$ cat src/rtl/arb8_pkg.sv
// Shared constants, state encoding and helpers for the 8-way one-hot arbiter.
package arb8_pkg;

    localparam int unsigned N_REQ = 8;
    localparam int unsigned IDX_W = 3;

    localparam logic PRIO_RR    = 1'b0;
    localparam logic PRIO_FIXED = 1'b1;

    typedef enum logic {
        IDLE  = 1'b0,
        GRANT = 1'b1
    } arb_state_e;

    // Index of the set bit of a one-hot vector (0 for an all-zero vector).
    function automatic logic [IDX_W-1:0] oh_to_idx(input logic [N_REQ-1:0] oh);
        logic [IDX_W-1:0] idx;
        idx = '0;
        for (int i = 0; i < N_REQ; i++) begin
            if (oh[i]) begin
                idx = idx | IDX_W'(i);
            end
        end
        return idx;
    endfunction

endpackage

$ cat src/rtl/rr_arbiter8_onehot_if.sv
// Request/grant bundle between requesters, the arbiter and the downstream encoder.
//   req         : request pulses/levels, bit i = requester i
//   flush       : synchronous clear of pending requests and current grant
//   grant_ready : downstream accepts the current grant
//   grant_valid : a grant is presented (encoder enable)
//   grant_oh    : one-hot grant (encoder inputs Y7..Y0)
//   pending     : registered pending-request status
interface rr_arbiter8_onehot_if;
    import arb8_pkg::*;

    logic [N_REQ-1:0] req;
    logic             flush;
    logic             grant_ready;
    logic             grant_valid;
    logic [N_REQ-1:0] grant_oh;
    logic [N_REQ-1:0] pending;

    // Requester / downstream side
    modport master (
        output req,
        output flush,
        output grant_ready,
        input  grant_valid,
        input  grant_oh,
        input  pending
    );

    // Arbiter side
    modport slave (
        input  req,
        input  flush,
        input  grant_ready,
        output grant_valid,
        output grant_oh,
        output pending
    );

endinterface

$ cat src/rtl/rr_pick8.sv
// Combinational picker: selects one pending requester as a one-hot vector.
//   pending : candidate requests
//   ptr     : round-robin start index (highest priority position)
//   mode    : PRIO_RR = rotate/lowest-pick/rotate-back, PRIO_FIXED = highest index
//   sel_oh  : one-hot selection, zero when nothing is pending
//   any     : at least one candidate pending
module rr_pick8
    import arb8_pkg::*;
(
    input  logic [N_REQ-1:0] pending,
    input  logic [IDX_W-1:0] ptr,
    input  logic             mode,
    output logic [N_REQ-1:0] sel_oh,
    output logic             any
);

    logic [N_REQ-1:0] rot;
    logic [N_REQ-1:0] pick_rot;
    logic [N_REQ-1:0] sel_rr;
    logic [N_REQ-1:0] sel_hi;

    // Rotate so that position ptr lands on bit 0; index arithmetic wraps mod 8.
    always_comb begin
        rot = '0;
        for (int i = 0; i < N_REQ; i++) begin
            rot[i] = pending[IDX_W'(i) + ptr];
        end
    end

    // Lowest set bit of the rotated vector is the first requester at or after ptr.
    assign pick_rot = rot & (~rot + N_REQ'(1));

    // Rotate the pick back into requester numbering.
    always_comb begin
        sel_rr = '0;
        for (int i = 0; i < N_REQ; i++) begin
            sel_rr[IDX_W'(i) + ptr] = pick_rot[i];
        end
    end

    // Fixed priority: ascending scan, so the highest set index is the last write.
    always_comb begin
        sel_hi = '0;
        for (int i = 0; i < N_REQ; i++) begin
            if (pending[i]) begin
                sel_hi = N_REQ'(1) << i;
            end
        end
    end

    assign sel_oh = (mode == PRIO_FIXED) ? sel_hi : sel_rr;
    assign any    = |pending;

endmodule

$ cat src/rtl/rr_arbiter8_onehot.sv
// 8-way request latch and arbiter driving a registered one-hot grant to an 8:3 encoder.
//   clk, rst_n : clock, asynchronous active-low reset
//   bus        : slave side of rr_arbiter8_onehot_if (req/flush/grant_ready in,
//                grant_valid/grant_oh/pending out, all outputs registered)
//   PRIO_MODE  : 0 = round-robin, 1 = fixed priority (highest index wins)
module rr_arbiter8_onehot
    import arb8_pkg::*;
#(
    parameter int unsigned PRIO_MODE = 0
) (
    input  logic                clk,
    input  logic                rst_n,
    rr_arbiter8_onehot_if.slave bus
);

    localparam logic MODE = (PRIO_MODE == 1) ? PRIO_FIXED : PRIO_RR;

    arb_state_e       state_q,       state_d;
    logic [IDX_W-1:0] ptr_q,         ptr_d;
    logic [N_REQ-1:0] pending_q,     pending_d;
    logic [N_REQ-1:0] grant_oh_q,    grant_oh_d;
    logic             grant_valid_q, grant_valid_d;

    logic             accept;
    logic [N_REQ-1:0] accept_mask;
    logic [N_REQ-1:0] remaining;
    logic [IDX_W-1:0] pick_ptr;
    logic [N_REQ-1:0] pick_pend;
    logic [N_REQ-1:0] sel_oh;
    logic             sel_any;

    assign accept      = grant_valid_q & bus.grant_ready;
    assign accept_mask = accept ? grant_oh_q : '0;
    assign remaining   = pending_q & ~accept_mask;

    // On accept the follow-on grant is chosen from what remains, using the advanced ptr.
    always_comb begin
        pick_ptr = ptr_q;
        if (accept && (MODE == PRIO_RR)) begin
            pick_ptr = oh_to_idx(grant_oh_q) + IDX_W'(1);
        end
    end

    assign pick_pend = remaining;

    rr_pick8 u_pick (
        .pending (pick_pend),
        .ptr     (pick_ptr),
        .mode    (MODE),
        .sel_oh  (sel_oh),
        .any     (sel_any)
    );

    // Pending latch: a new req wins over the accept of the same line; flush drops everything.
    always_comb begin
        pending_d = remaining | bus.req;
        if (bus.flush) begin
            pending_d = '0;
        end
    end

    // Next-state and grant register logic.
    always_comb begin
        state_d       = state_q;
        ptr_d         = ptr_q;
        grant_oh_d    = grant_oh_q;
        grant_valid_d = grant_valid_q;

        if (bus.flush) begin
            state_d       = IDLE;
            grant_oh_d    = '0;
            grant_valid_d = 1'b0;
        end else begin
            case (state_q)
                IDLE: begin
                    grant_oh_d    = '0;
                    grant_valid_d = 1'b0;
                    if (sel_any) begin
                        grant_oh_d    = sel_oh;
                        grant_valid_d = 1'b1;
                        state_d       = GRANT;
                    end
                end
                GRANT: begin
                    if (accept) begin
                        ptr_d = pick_ptr;
                        if (sel_any) begin
                            grant_oh_d    = sel_oh;
                            grant_valid_d = 1'b1;
                        end else begin
                            grant_oh_d    = '0;
                            grant_valid_d = 1'b0;
                            state_d       = IDLE;
                        end
                    end
                end
                default: begin
                    state_d       = IDLE;
                    grant_oh_d    = '0;
                    grant_valid_d = 1'b0;
                end
            endcase
        end
    end

    // State, pointer, pending and output registers.
    always_ff @(posedge clk or negedge rst_n) begin
        if (!rst_n) begin
            state_q       <= IDLE;
            ptr_q         <= '0;
            pending_q     <= '0;
            grant_oh_q    <= '0;
            grant_valid_q <= 1'b0;
        end else begin
            state_q       <= state_d;
            ptr_q         <= ptr_d;
            pending_q     <= pending_d;
            grant_oh_q    <= grant_oh_d;
            grant_valid_q <= grant_valid_d;
        end
    end

    assign bus.grant_valid = grant_valid_q;
    assign bus.grant_oh    = grant_oh_q;
    assign bus.pending     = pending_q;

endmodule

$ cat src/flat_wrapper.sv
// flat-port wrapper written by rule: the top's interface ports become plain ports
module rr_arbiter8_onehot_flat import arb8_pkg::*;
#(
    parameter int unsigned PRIO_MODE = 0
)
  (clk, rst_n, bus_req, bus_flush, bus_grant_ready, bus_grant_valid, bus_grant_oh, bus_pending);
  rr_arbiter8_onehot_if bus_i ();
  input  logic clk;
  input  logic rst_n;
  input wire logic [$bits(bus_i.req)-1:0] bus_req;
  input wire logic [$bits(bus_i.flush)-1:0] bus_flush;
  input wire logic [$bits(bus_i.grant_ready)-1:0] bus_grant_ready;
  output wire logic [$bits(bus_i.grant_valid)-1:0] bus_grant_valid;
  output wire logic [$bits(bus_i.grant_oh)-1:0] bus_grant_oh;
  output wire logic [$bits(bus_i.pending)-1:0] bus_pending;
  assign bus_i.req = bus_req;
  assign bus_i.flush = bus_flush;
  assign bus_i.grant_ready = bus_grant_ready;
  assign bus_grant_valid = bus_i.grant_valid;
  assign bus_grant_oh = bus_i.grant_oh;
  assign bus_pending = bus_i.pending;
  rr_arbiter8_onehot #(.PRIO_MODE(PRIO_MODE)) u_core (.clk(clk), .rst_n(rst_n), .bus(bus_i));
endmodule
$ cat config.mk
export PLATFORM = sky130hd
export DESIGN_NAME = rr_arbiter8_onehot_flat
export DESIGN_NICKNAME = d
export VERILOG_FILES = /design/src/rtl/arb8_pkg.sv /design/src/rtl/rr_arbiter8_onehot_if.sv /design/src/rtl/rr_pick8.sv /design/src/rtl/rr_arbiter8_onehot.sv /design/src/flat_wrapper.sv
export SDC_FILE = /design/constraint.sdc
export NUM_CORES = 1
export LEC_CHECK = 0
export CORE_ASPECT_RATIO = 0.6
export CORE_MARGIN = 2
export CORE_UTILIZATION = 60
export CTS_CLUSTER_DIAMETER = 60
export DETAILED_ROUTE_END_ITERATION = 7
export PLACE_DENSITY = 0.9
export SLEW_MARGIN = 20
export SYNTH_ARGS = -nofsm -noshare
export SYNTH_HDL_FRONTEND = slang
export SYNTH_HIERARCHICAL = 1
export SYNTH_SLANG_ARGS = --single-unit
$ cat constraint.sdc
create_clock -name clk -period 7.9 [get_ports clk]
set_clock_uncertainty 0.15 [all_clocks]
set_input_delay 0.79 -clock clk [delete_from_list [all_inputs] [get_ports clk]]
set_output_delay 0.79 -clock clk [all_outputs]
set_load 0.05 [all_outputs]
==> results_dict.tcl <==
set metrics [dict create \
    nets 329 \
    period_share 0.6910 \
    finalHoldViolCount 0 \
    preCtsSetupSlack_ns 2.357 \
    startpoint "u_core/bus.grant_oh[3]" \
    clock_sinks 21 \
    clockBufferDepth 2 \
    postCtsSetupRepairBufs 0 \
    dr.pass1.iters 5 \
    startpoint_type "flip-flop" \
    ys.flop_type "dfrtp_1" \
    worstSkewPairLatency_ns 0.27 \
    grt_setup_unrepaired "false" \
    hold_path.class "reg -> reg" \
    synth_compound_area_frac 0.2668 \
    setup_viol 0 \
    cts-hold-fix-buffers 0 \
    vias 2798 \
    core.rowCount 18 \
    maxCapViolations 0 \
    cts_tree "done" \
    avgViaCountPerCell 7.583 \
    slew_violations 0 \
    synth_adder_area_share 0.03198 \
    syn_avg_cell_area_um2 9.316 \
    cts_root_buf "clkbuf_8" \
    critPathKind "reg -> reg" \
    synth_top_family_by_area "compound AO/OA/AOI/OAI gates" \
    fmax_ghz 0.1832 \
    async_flop_share 1.000 \
    die_h_um 56.34 \
    timing.critical_path.fanout_max 19 \
    drive_above_1_share 0.1586 \
    post_synth_num_cell_types 72 \
    synthMuxAreaShare 0.2037 \
    setup_ws_ns 2.441 \
    yosysTopAreaCell "dfrtp_1" \
    synthXorXnorAreaFrac 0.02558 \
    clk_pin_slew_ns 0.09 \
    syn_to_final_growth_pct 9.274 \
    grt_pass1_wl_um 13530 \
    worstMarginPinSlew_ns 0.9759 \
    post_cts_resize_count 0 \
    dieArea_um2 5139 \
    drc_errors 0 \
    synth_edf_count 0 \
    ctsHtreeMaxLevel 1 \
    antenna_found_initial 0 \
    n_fill_cell 328 \
    fin_crit_ns 5.459 \
    avgRoutedWirePerCell_um 23.59 \
    syn_area_um2 2739 \
    p_per_area_nw_per_um2 463.5 \
    cts_buffers 3 \
    io_pins 29 \
    worst_ep_required_time_ns 7.91 \
    irDropWorstVdd_v 0.0001777 \
    start_util 0.6469 \
    routed_wl_um 8704 \
    syn_nets 313 \
    power.leakage_nw 1.144 \
    cp.arrival_ns 5.47 \
    grt_pass1_vias 2458 \
    antenna_left 0 \
    status "complete, no violations" \
    fp.coreArea_um2 4234 \
    yosysTopAreaCellShare 0.1919 \
    yosysSeqAreaShare 0.1919 \
    n_antenna_cell 0 \
    overflow 0 \
    yosysWarningCount 6 \
    synthCells 294 \
    worstHoldStart "u_core/ptr_q[1]" \
    synth_area_leaders "dfrtp_1, mux4_1, mux4_2, nand2_1, mux2i_1" \
    hpwl_um 6501 \
    r2r_cells 13 \
    relSlewSlack 0.3474 \
    synth-seq-cells 21 \
    r2r_start "u_core/bus.grant_oh[3]" \
    setup_tns_ns 0 \
    globalplace.congestion 1.036 \
    worstSetupEndpointType "flip-flop" \
    synth-simple-area-share 0.1932 \
    min_path_cells 1 \
    port_buffers 28 \
    die-width_um 91.23 \
    grt_max_degree 43 \
    first_iter_violations 436 \
    gr-usage-all-layers 0.3382 \
]
## state kept, by name, summed over array words and instances (netlist names)
signal                  count
u_core/bus.grant_oh         8
u_core/bus.grant_valid      1
u_core/bus.pending          8
u_core/ptr_q                3
u_core/state_q              1
## cells by family after synthesis
logic type | Yosys count
AOI/OAI and AO/OA | 96
xor gates and xnor gates | 5
adders and majority gates | 7
buffers and inverters | 31
DFF | 21
muxes | 33
other | 1
and+or+nand+nor | 100
## metrics by stage
step	hold WS [ns]	std cells	util	total power, mW	area, um^2
after floorplan	0.3054	294	-	1.048	2739
after global placement	0.3559	365	0.6959	1.253	2947
after detailed placement	0.3696	365	0.6959	1.255	2947
after CTS	0.3940	369	0.7069	1.334	2993
after global routing	0.4194	369	0.7069	1.441	2993
final	0.3930	369	0.7069	1.387	2993
## synthesized netlist by cell type (all sizes together) (9+ instances only)
cell type and number:
buf 12, nor2 19, nor3 10, mux4 15, dfrtp 21, a22o 9
clkbuf 13, nand2 28, a31oi 9, o21ai 11, mux2i 10, a21oi 17
## per-layer routing
metal	track usage	part of all wire
met5	0	0
met3	0.1248	0.18
met4	0.07359	0.028
met2	0.4444	0.40
met1	0.5200	0.40
## worst max-delay path, stage by stage, from the launching register on
cell and delay [ns]:
dfrtp_1 0.45, or4_4 0.61, ha_1 0.35, nand2_1 0.06, nand2_1 0.58, inv_1 0.21, ha_1 0.80, mux4_2 0.64
a22o_4 0.31, and3_2 0.25, o2bb2ai_1 0.14, a211o_1 0.27, a221o_1 0.31, a22o_1 0.20
## path summary, 6_finish.rpt
path	end	slack, ns
min in group asynchronous	u_core/bus.pending[2]	0.90
worst max register to register	u_core/bus.grant_oh[1]	2.44
worst max-delay path	u_core/bus.grant_oh[1]	2.44
worst min-delay path	u_core/ptr_q[1]	0.39
worst min register to register	u_core/ptr_q[1]	0.39
max in group asynchronous	u_core/ptr_q[0]	6.09
## layout make-up
class / instances / area, um^2 / share of cell area
clock buffer: 3 / 41.29 / 0.01380
clock inverter: 1 / 5.005 / 0.001672
inverter: 6 / 22.52 / 0.007525
multi-input combinational: 242 / 1983 / 0.6626
sequential: 21 / 525.5 / 0.1756
tap: 60 / 75.07 / 0.02508
timing repair buffer: 36 / 340.3 / 0.1137
## report_power, final
part	internal (mW)	switching [mW]	leakage, nW
logic	0.434	0.729	0.847
registers	0.127	0.0230	0.272
clock network	0.0352	0.0383	0.0255
total	0.597	0.790	1.14
## layout by cell type (no fill, tap or decap), types with 2 or more instances in the layout
cell type	n
o221ai_1	2
a22o_1	8
o21ba_2	8
a221oi_1	7
o22ai_1	2
xnor2_1	2
o21ai_0	7
nand2_1	28
clkbuf_8	3
a32oi_1	3
buf_4	8
nor3_1	10
clkdlybuf4s50_1	28
mux2i_1	10
nand4_1	3
nor2b_1	4
nor4_1	4
or4_1	2
nand3_1	8
nand2b_1	5
a211o_1	2
nor2_1	19
o31ai_1	3
a21boi_0	3
o211ai_1	3
inv_1	6
mux4_1	7
a21boi_1	5
dfrtp_1	21
and2_1	3
a21oi_1	16
mux4_2	8
nor3b_2	2
o21ai_1	3
mux2_2	6
a31oi_1	9
ha_1	7
Note: power is estimated with default switching activity, not from simulation.
